$ cat config.mk
export PLATFORM = sky130hd
export DESIGN_NAME = pipe_generator
export DESIGN_NICKNAME = d
export VERILOG_FILES = /design/src/rtl/flappy_pkg.sv /design/src/rtl/pipe_generator_lfsr16.sv /design/src/rtl/pipe_generator.sv
export SDC_FILE = /design/constraint.sdc
export NUM_CORES = 1
export LEC_CHECK = 0
export BUFFER_PORTS_ARGS = -buffer_cell sky130_fd_sc_hd__clkbuf_2
export CAP_MARGIN = 25
export CELL_PAD_IN_SITES_DETAIL_PLACEMENT = 1
export CELL_PAD_IN_SITES_GLOBAL_PLACEMENT = 2
export CORE_ASPECT_RATIO = 1.1
export CORE_MARGIN = 1.5
export CORE_UTILIZATION = 37
export DETAILED_ROUTE_END_ITERATION = 6
export PLACE_DENSITY_LB_ADDON = 0.1
export SYNTH_ARGS = -nofsm -noshare
export SYNTH_HDL_FRONTEND = slang
export SYNTH_SLANG_ARGS = --single-unit
$ cat constraint.sdc
create_clock -name clk -period 12.9 [get_ports clk]
set_input_delay 1.29 -clock clk [delete_from_list [all_inputs] [get_ports clk]]
set_output_delay 1.29 -clock clk [all_outputs]
set_load 0.005 [all_outputs]
$ cat src/rtl/flappy_pkg.sv
// Shared game constants, FSM encoding and small helpers for the flappy datapath.
package flappy_pkg;

    localparam int unsigned SCREEN_WIDTH = 640;
    localparam int unsigned PIPE_SIZE_X  = 78;
    localparam int unsigned FLOOR_Y      = 418;
    localparam int unsigned X_W          = 32;
    localparam int unsigned LFSR_W       = 16;

    typedef enum logic [1:0] {
        IDLE = 2'd0,
        RUN  = 2'd1,
        HALT = 2'd2
    } state_e;

    // Rotate a 16-bit word right by sh bits (sh < 16).
    function automatic logic [LFSR_W-1:0] rotr16(input logic [LFSR_W-1:0] v,
                                                 input int unsigned sh);
        logic [LFSR_W-1:0] r;
        r = (v >> sh) | (v << (LFSR_W - sh));
        return r;
    endfunction

endpackage

$ cat src/rtl/pipe_generator_lfsr16.sv
// 16-bit Galois LFSR (taps 16,14,13,11), free-running every clock.
module lfsr16
    import flappy_pkg::*;
(
    input  logic              clk,
    input  logic              reset_n,
    input  logic [LFSR_W-1:0] seed,
    output logic [LFSR_W-1:0] q
);

    localparam logic [LFSR_W-1:0] TAP_MASK = 16'hB400;

    // Shift right; feed the outgoing bit back into the tap positions.
    always_ff @(posedge clk or negedge reset_n) begin
        if (!reset_n) begin
            q <= seed;
        end else begin
            q <= (q >> 1) ^ (q[0] ? TAP_MASK : '0);
        end
    end

endmodule

$ cat src/rtl/pipe_generator.sv
// Pipe position generator: scrolls a ring of pipes, re-randomises wrapped gaps,
// freezes on collision and pulses pipe_passed when a pipe clears the bird.
module pipe_generator
    import flappy_pkg::*;
#(
    parameter int unsigned NUM_PIPES        = 4,
    parameter int unsigned PIPE_SPACING     = 200,
    parameter int unsigned SCROLL_SPEED     = 2,
    parameter int unsigned BIRD_X           = 100,
    parameter int unsigned GAP_Y_MIN        = 120,
    parameter int unsigned GAP_Y_RANGE_LOG2 = 7,
    parameter logic [15:0] LFSR_SEED        = 16'hACE1
) (
    input  logic                clk,
    input  logic                reset_n,
    input  logic                frame_tick,
    input  logic                game_start,
    input  logic                collision,
    output logic signed [X_W-1:0] pipeX_1,
    output logic signed [X_W-1:0] pipeX_2,
    output logic signed [X_W-1:0] pipeX_3,
    output logic signed [X_W-1:0] pipeX_4,
    output logic        [X_W-1:0] pipeY_1,
    output logic        [X_W-1:0] pipeY_2,
    output logic        [X_W-1:0] pipeY_3,
    output logic        [X_W-1:0] pipeY_4,
    output logic                pipe_passed,
    output logic                running
);

    localparam logic signed [X_W-1:0] SCREEN_S = X_W'(SCREEN_WIDTH);
    localparam logic signed [X_W-1:0] SIZE_S   = X_W'(PIPE_SIZE_X);
    localparam logic signed [X_W-1:0] SPEED_S  = X_W'(SCROLL_SPEED);
    localparam logic signed [X_W-1:0] BIRD_S   = X_W'(BIRD_X);
    localparam logic signed [X_W-1:0] RING_S   = X_W'(NUM_PIPES * PIPE_SPACING);
    localparam logic        [X_W-1:0] Y_MIN_W  = X_W'(GAP_Y_MIN);
    localparam logic        [X_W-1:0] Y_MID_W  = X_W'(GAP_Y_MIN + 2 ** (GAP_Y_RANGE_LOG2 - 1));

    state_e                 state_q, state_d;
    logic signed [X_W-1:0]  pipe_x_q [NUM_PIPES];
    logic signed [X_W-1:0]  pipe_x_d [NUM_PIPES];
    logic        [X_W-1:0]  pipe_y_q [NUM_PIPES];
    logic        [X_W-1:0]  pipe_y_d [NUM_PIPES];
    logic                   passed_d;
    logic                   running_d;

    logic [LFSR_W-1:0]      lfsr_q;
    logic signed [X_W-1:0]  nx       [NUM_PIPES];
    logic signed [X_W-1:0]  wrap_x   [NUM_PIPES];
    logic signed [X_W-1:0]  start_x  [NUM_PIPES];
    logic        [X_W-1:0]  start_y  [NUM_PIPES];
    logic [LFSR_W-1:0]      rot      [NUM_PIPES];
    logic [NUM_PIPES-1:0]   wrap;
    logic [NUM_PIPES-1:0]   crossed;
    logic        [X_W-1:0]  wrap_y;

    lfsr16 u_lfsr (
        .clk     (clk),
        .reset_n (reset_n),
        .seed    (LFSR_SEED),
        .q       (lfsr_q)
    );

    assign wrap_y = Y_MIN_W + X_W'(lfsr_q[GAP_Y_RANGE_LOG2-1:0]);

    // Per-pipe scroll, wrap, restart position and bird-crossing terms.
    for (genvar i = 0; i < NUM_PIPES; i++) begin : g_pipe
        assign nx[i]      = pipe_x_q[i] - SPEED_S;
        assign wrap[i]    = nx[i] < -SIZE_S;
        assign wrap_x[i]  = nx[i] + RING_S;
        assign start_x[i] = SCREEN_S + X_W'(i * PIPE_SPACING);
        assign rot[i]     = rotr16(lfsr_q, 4 * i);
        assign start_y[i] = Y_MIN_W + X_W'(rot[i][GAP_Y_RANGE_LOG2-1:0]);
        assign crossed[i] = ((pipe_x_q[i] + SIZE_S) >= BIRD_S) && ((nx[i] + SIZE_S) < BIRD_S);
    end

    // Next-state and next-output logic.
    always_comb begin
        state_d  = state_q;
        pipe_x_d = pipe_x_q;
        pipe_y_d = pipe_y_q;
        passed_d = 1'b0;
        case (state_q)
            IDLE, HALT: begin
                if (game_start) begin
                    state_d  = RUN;
                    pipe_x_d = start_x;
                    pipe_y_d = start_y;
                end
            end
            RUN: begin
                if (collision) begin
                    state_d = HALT;
                end else if (frame_tick) begin
                    for (int i = 0; i < NUM_PIPES; i++) begin
                        if (wrap[i]) begin
                            pipe_x_d[i] = wrap_x[i];
                            pipe_y_d[i] = wrap_y;
                        end else begin
                            pipe_x_d[i] = nx[i];
                        end
                    end
                    passed_d = |crossed;
                end
            end
            default: state_d = IDLE;
        endcase
        running_d = (state_d == RUN);
    end

    // State and output registers.
    always_ff @(posedge clk or negedge reset_n) begin
        if (!reset_n) begin
            state_q     <= IDLE;
            pipe_passed <= 1'b0;
            running     <= 1'b0;
            for (int i = 0; i < NUM_PIPES; i++) begin
                pipe_x_q[i] <= SCREEN_S + X_W'(i * PIPE_SPACING);
                pipe_y_q[i] <= Y_MID_W;
            end
        end else begin
            state_q     <= state_d;
            pipe_x_q    <= pipe_x_d;
            pipe_y_q    <= pipe_y_d;
            pipe_passed <= passed_d;
            running     <= running_d;
        end
    end

    assign pipeX_1 = pipe_x_q[0];
    assign pipeX_2 = pipe_x_q[1];
    assign pipeX_3 = pipe_x_q[2];
    assign pipeX_4 = pipe_x_q[3];
    assign pipeY_1 = pipe_y_q[0];
    assign pipeY_2 = pipe_y_q[1];
    assign pipeY_3 = pipe_y_q[2];
    assign pipeY_4 = pipe_y_q[3];

endmodule

==> results of run 1 <==
[power by group through the flow]
stage / clock [mW] / sequential [mW] / combinational, mW
5_1_grt: 0.601 / 0.829 / 1.34
3_5_place_dp: 0 / 0.817 / 1.20
2_1_floorplan: 0 / 0.703 / 0.935
6_report: 0.564 / 0.807 / 1.21
3_3_place_gp: 0 / 0.809 / 1.18
4_1_cts: 0.579 / 0.806 / 1.21
[layer usage]
metal	up-vias	wire length (um)
met4	0	2100
met3	127	2840
met1	9793	32280
li1	9269	-
met5	-	0
met2	426	35460
[critical path: cells and delay by family (launching register included)]
| kind | cells | cell delay [ns] |
|---|---|---|
| AO/OA/AOI/OAI | 4 | 1.27 |
| XOR/XNOR | 1 | 0.21 |
| adder cells (fa/ha/maj) | 2 | 0.53 |
| buffers and inverters | 3 | 0.33 |
| flip-flops | 1 | 0.62 |
| multiplexers | 1 | 0.39 |
| AND/OR/NAND/NOR | 5 | 2.23 |
[stage by stage]
stage	power (mW)	util
CTS	2.594	0.3989
floorplan	1.638	-
global route	2.772	0.3997
detailed placement	2.021	0.3869
global placement	1.986	0.3866
finish	2.582	0.3997
[sequential cells by signal, summed over array words and instances (netlist names)]
name,flops
pipeY_3,8
pipeX_2,31
pipe_passed,1
pipeY_4,8
u_lfsr.q,16
pipeX_4,31
pipeY_2,8
pipeY_1,8
running,1
pipeX_1,31
state_q,2
pipeX_3,31
[path summary, 6_finish.rpt]
check	to	cells after the start
worst max register to register	pipe_passed	16
worst min-delay path	u_lfsr.q[5]	0
max in group asynchronous	pipeX_4[19]	3
worst max-delay path	pipe_passed	16
min in group asynchronous	pipeY_1[1]	1
worst min register to register	u_lfsr.q[5]	0
[layout by cell type, fill, tap and decap left out, types with 100 or more instances in the layout]
master	n
a21oi_1	117
clkbuf_2	161
conb_1	100
dfrtp_1	139
nand2_1	271
nand3_1	103
nor2_1	189
nor3_1	114
o21ai_0	160
xnor2_1	174
[logic make-up after synthesis]
family	Yosys count	synth area share
other cells	1	0.0001967
buf+inv	361	0.09256
compound gates	588	0.2011
xor+xnor	250	0.1153
flops	176	0.2335
fa+ha+maj	24	0.01575
simple gates	1160	0.3239
mux	32	0.01779
[area by class of cell]
class / count / area (um2) / share of cell area
multi-input cells: 2154 / 13240 / 0.6489
clock inverters: 14 / 176.4 / 0.008645
clock buffers: 18 / 439.2 / 0.02152
well taps: 667 / 834.6 / 0.04090
flip-flops and latches: 176 / 4451 / 0.2181
repair buffers: 188 / 1025 / 0.05021
inverters: 64 / 240.2 / 0.01177
==> flow_metrics.tcl, run 1 <==
set metrics [dict create \
    grt_first_pass_wirelength_um 112900 \
    rows 87 \
    cp-end-kind "register" \
    hold_viol 0 \
    cpMostUsedCell "inv_1" \
    synth_edf_count 0 \
    drtIter0Drc 1345 \
    use_met3 0.04499 \
    synthTopCellsByArea "dfrtp_1, xnor2_1, nand2_1" \
    n_antenna_cell 0 \
    yosys_warnings 0 \
    power.density_mw_per_mm2 126.5 \
    routabilityCongestion 0.8950 \
    htree_levels 4 \
    clkLatencyLatePin_ns 0.50 \
    dieArea_mm2 0.05289 \
    cts_buffer_depth 2 \
    fillers 6407 \
    core_area_mm2 0.05105 \
    finalSetupTns_ns 0 \
    slew_viol_final 0 \
    async_flop_share 1.000 \
    hold_slack_ns 0.4060 \
    syn_inst 2592 \
    start_util 0.3734 \
    layout_setup_ws_ns 7.242 \
    p_seq_frac 0.313 \
    antenna_found_initial 0 \
    startpoint "pipeX_2[1]" \
    cp-start-kind "register" \
    tightestPinTransition_ns 1.199 \
    drtAntennaViolNets 0 \
    routed_wirelength_um 72680 \
    rrSetupSlack_ns 7.24 \
    grt_overflow 0 \
    synth.most_common_cell "nand2_1" \
    area_delta_synth_final_pct 7.063 \
    ys_ff_latch 176 \
    cts_tree "yes" \
    slew_headroom 0.1896 \
    cts-root-buf "clkbuf_16" \
    drive_above_1_share 0.1270 \
    min_from "u_lfsr.q[6]" \
    critPathRequiredTime_ns 13.30 \
    ir_drop_uv 128.3 \
    arrival_ns 6.06 \
    post_dp_cell_area_mm2 0.01975 \
    die_w_um 219.4 \
    grt_pass1_vias 19484 \
    yosysSeqAreaShare 0.2335 \
    use_met2 0.4590 \
    vias 19615 \
    fin_crit_ns 5.658 \
    postCtsHoldBufs 0 \
    drt-pass1-iter-count 5 \
    use_met1 0.3513 \
    internal-power_mw 1.343 \
    hp-class "register to register" \
    fmax_mhz 176.7 \
    post_drt_wl_per_cell_um 22.15 \
    hpwl_um 54160 \
    cts_buffers 17 \
    setup_violations 0 \
    synth_flop_cell "dfrtp_1" \
    fin_nets 2630 \
    port_buffers 162 \
    vias_per_cell 5.978 \
    ios 263 \
    yosys-top-cells-count "nand2_1, nor2_1, xnor2_1" \
    synth_area_mm2 0.01906 \
    syn_area_per_cell_um2 7.354 \
    pwr-share-comb 0.469 \
    stdcell_area_mm2 0.02041 \
    reg2reg_from "pipeX_2[1]" \
    pre_cts_slack_ns 7.222 \
    grt_use_total 0.2726 \
    fin_worst_skew_ns 0.01241 \
    netSwitchingFraction 0.4797 \
    dp.cells 3246 \
    grt_start_max_net_pins 115 \
    cap_violations 0 \
    ys_types 93 \
    stdcell_count 3281 \
    post_cts_resized 0 \
    crit_fanout 15 \
    die_h_um 241.1 \
    leakagePower_nw 7.607 \
    crit_type "register to register" \
    status "completed" \
    drc_errors 0 \
    rsz0062_at_grt "no" \
    post_cts_buffers 0 \
    yosysTopAreaCellShare 0.1825 \
    clock-sinks 176 \
    fin_crit_sh 0.4386 \
    cts.clk_slew.worst_paths_ns 0.08 \
    p_clk_frac 0.218 \
    max_stage_delay_ns 1.10 \
    power_switching_mw 1.239 \
    grt_busiest_layer "met2" \
    slowest_stage "nor4bb_1" \
    synth.largest_area_cell "dfrtp_1" \
    crit_chain "inv_1 -> ha_1 -> nand2b_1 -> nor2_1 -> xnor2_1 -> inv_1 -> ha_1 -> inv_1 -> o21ai_0 -> nor4bb_1 -> nand3_1 -> nor4_1 -> mux2_2 -> a211oi_1 -> a32oi_1 -> a41oi_1" \
]
Power figures use the tool's default switching activity.
==> inputs of run 2 (changes only) <==
Settings changed: CORE_UTILIZATION 37 to 34.
Clock period 12.9 ns to 5.4 ns, I/O delays scaled along.
==> run 2 against run 1 <==
Compared with the run above:
- largest power group unchanged
- non-clock buffer count up 70
- largest cell class unchanged
- combinational power rose to 2.5 times the previous value
- critical path depth fell by 2
- flip-flop and latch count unchanged
- first-iteration DRC count decreased by 15%
- global-route usage is 1.3 points lower
- cell count is 4.2% higher
- sequential share of layout area down 0.63 points
- clock skew is 0.0053 ns higher
==> flow_metrics.tcl, run 2 (synthesized netlist as in run 1, its figures left out) <==
set metrics [dict create \
    fin_crit_ns 4.960 \
    fin_worst_skew_ns 0.01771 \
    cp_top_family "simple AND/OR/NAND/NOR gates" \
    die_w_um 228.8 \
    hpwl_um 56870 \
    core_area_mm2 0.05518 \
    vias 19989 \
    wl_met3_um 2417 \
    cpMostUsedCell "nor4b_1" \
    setup_violations 0 \
    critical_path_buf_inv_count 2 \
    m1WireLength_um 34180 \
    cts_buffer_depth 2 \
    cts_buffers 17 \
    leakagePower_nw 7.958 \
    grt_overflow 0 \
    crit_chain "inv_1 -> ha_1 -> nand2b_1 -> nor2_1 -> buf_4 -> nor4_1 -> o21ai_0 -> a2111oi_0 -> nand3_1 -> xor2_1 -> nor4b_1 -> nor4b_1 -> a32oi_1 -> a41oi_1" \
    start_util 0.3454 \
    post_cts_buffers 0 \
    area.sequential_mm2 0.004451 \
    drt-pass1-iter-count 7 \
    multiInputGateArea_mm2 0.01325 \
    internal-power_mw 3.280 \
    critPathRequiredTime_ns 5.81 \
    finalSetupTns_ns 0 \
    grt_pass1_vias 20321 \
    port_buffers 162 \
    pwr-share-comb 0.488 \
    power_switching_mw 2.980 \
    layout_commonest_cell "nand2_1" \
    clock-sinks 176 \
    routed_wirelength_um 75510 \
    ir_drop_uv 268.4 \
    fillers 6889 \
    power.density_mw_per_mm2 297.9 \
    max_stage_delay_ns 0.73 \
    dieArea_mm2 0.05749 \
    crit_type "register to register" \
    clkLatencyLatePin_ns 0.50 \
    fmax_mhz 201.6 \
    fin_nets 2700 \
    cts_tree "yes" \
    ios 263 \
    drc_errors 0 \
    vias_per_cell 5.845 \
    rows 90 \
    fin_crit_sh 0.9186 \
    cts-root-buf "clkbuf_16" \
    grt_use_total 0.2593 \
    die_h_um 251.3 \
    n_antenna_cell 0 \
    met2WireLength_um 36830 \
    drtIter0Drc 1147 \
    htree_levels 4 \
    cts.clk_slew.worst_paths_ns 0.08 \
    area_delta_synth_final_pct 10.24 \
    fin_util 0.3808 \
    crit_fanout 15 \
    post_drt_wl_per_cell_um 22.08 \
    arrival_ns 5.37 \
    crit_cells 14 \
    slowest_stage "a2111oi_0" \
    hold_viol 0 \
    cap_violations 0 \
    drtAntennaViolNets 0 \
    mostFrequentLayoutCells "nand2_1, nor2_1, xnor2_1" \
    tightestPinTransition_ns 1.108 \
    hp-class "primary input to asynchronous set/reset pin" \
    slew_viol_final 0 \
    worstRegToRegCells 14 \
    p_seq_frac 0.302 \
    hold_slack_ns 0.1232 \
    status "completed" \
    routed.top_layer "met5" \
    rsz0062_at_grt "no" \
    p_clk_frac 0.210 \
    grt_start_max_net_pins 95 \
    antenna_found_initial 2 \
    drive_above_1_share 0.1505 \
    netSwitchingFraction 0.4760 \
    routabilityCongestion 0.8993 \
    slew_headroom 0.2566 \
    cp-end-kind "register" \
    cp-start-kind "register" \
    grt_first_pass_wirelength_um 118600 \
]
-- run 2: power by group through the flow --
| stage | Sequential (mW) | Clock [mW] | Combinational (mW) |
|---|---|---|---|
| after detailed placement | 1.91 | 0 | 3.04 |
| after floorplan | 1.68 | 0 | 2.23 |
| final | 1.89 | 1.32 | 3.06 |
| after global placement | 1.90 | 0 | 2.98 |
| after CTS | 1.89 | 1.36 | 3.06 |
| after global routing | 1.93 | 1.40 | 3.38 |
-- run 2: final timing paths --
kind	from	endpoint	slack (ns)
min in group clk	game_start	running	0.33
hold reg to reg	u_lfsr.q[7]	u_lfsr.q[6]	0.38
setup reg to reg	pipeX_2[1]	pipe_passed	0.44
hold / removal	reset_n	pipeY_3[2]	0.12
setup / recovery	pipeX_2[1]	pipe_passed	0.44
max in group asynchronous	reset_n	pipeX_2[9]	4.27
-- run 2: through the flow --
stage | worst slack (ns) | std cells | instance area [um2] | total power [mW]
floorplan | 0.9324 | 2691 | 19430 | 3.914
global placement | 0.4761 | 3385 | 20380 | 4.882
detailed placement | 0.3351 | 3388 | 20410 | 4.955
CTS | 0.2847 | 3420 | 21000 | 6.307
global route | 0.004501 | 3420 | 21010 | 6.708
finish | 0.4398 | 3420 | 21010 | 6.260
-- run 2: layout make-up --
cell class / count / area share
Inverter: 64 / 0.01143
Timing Repair Buffer: 258 / 0.07395
Sequential cell: 176 / 0.2118
Tap cell: 736 / 0.04383
Clock buffer: 18 / 0.02042
Clock inverter: 14 / 0.007800
Multi-Input combinational cell: 2154 / 0.6308
-- run 2: metal layers --
metal  vias up  global-route usage
li1       9385                   -
met1     10093              0.3331
met2       401              0.4458
met3       108             0.03335
met4         2             0.08950
met5         -                   0
-- run 2: repair_timing --
item	4_1_cts	5_1_grt
setup endpoints to repair	0	1
resized for setup	0	2
hold buffers	0	0
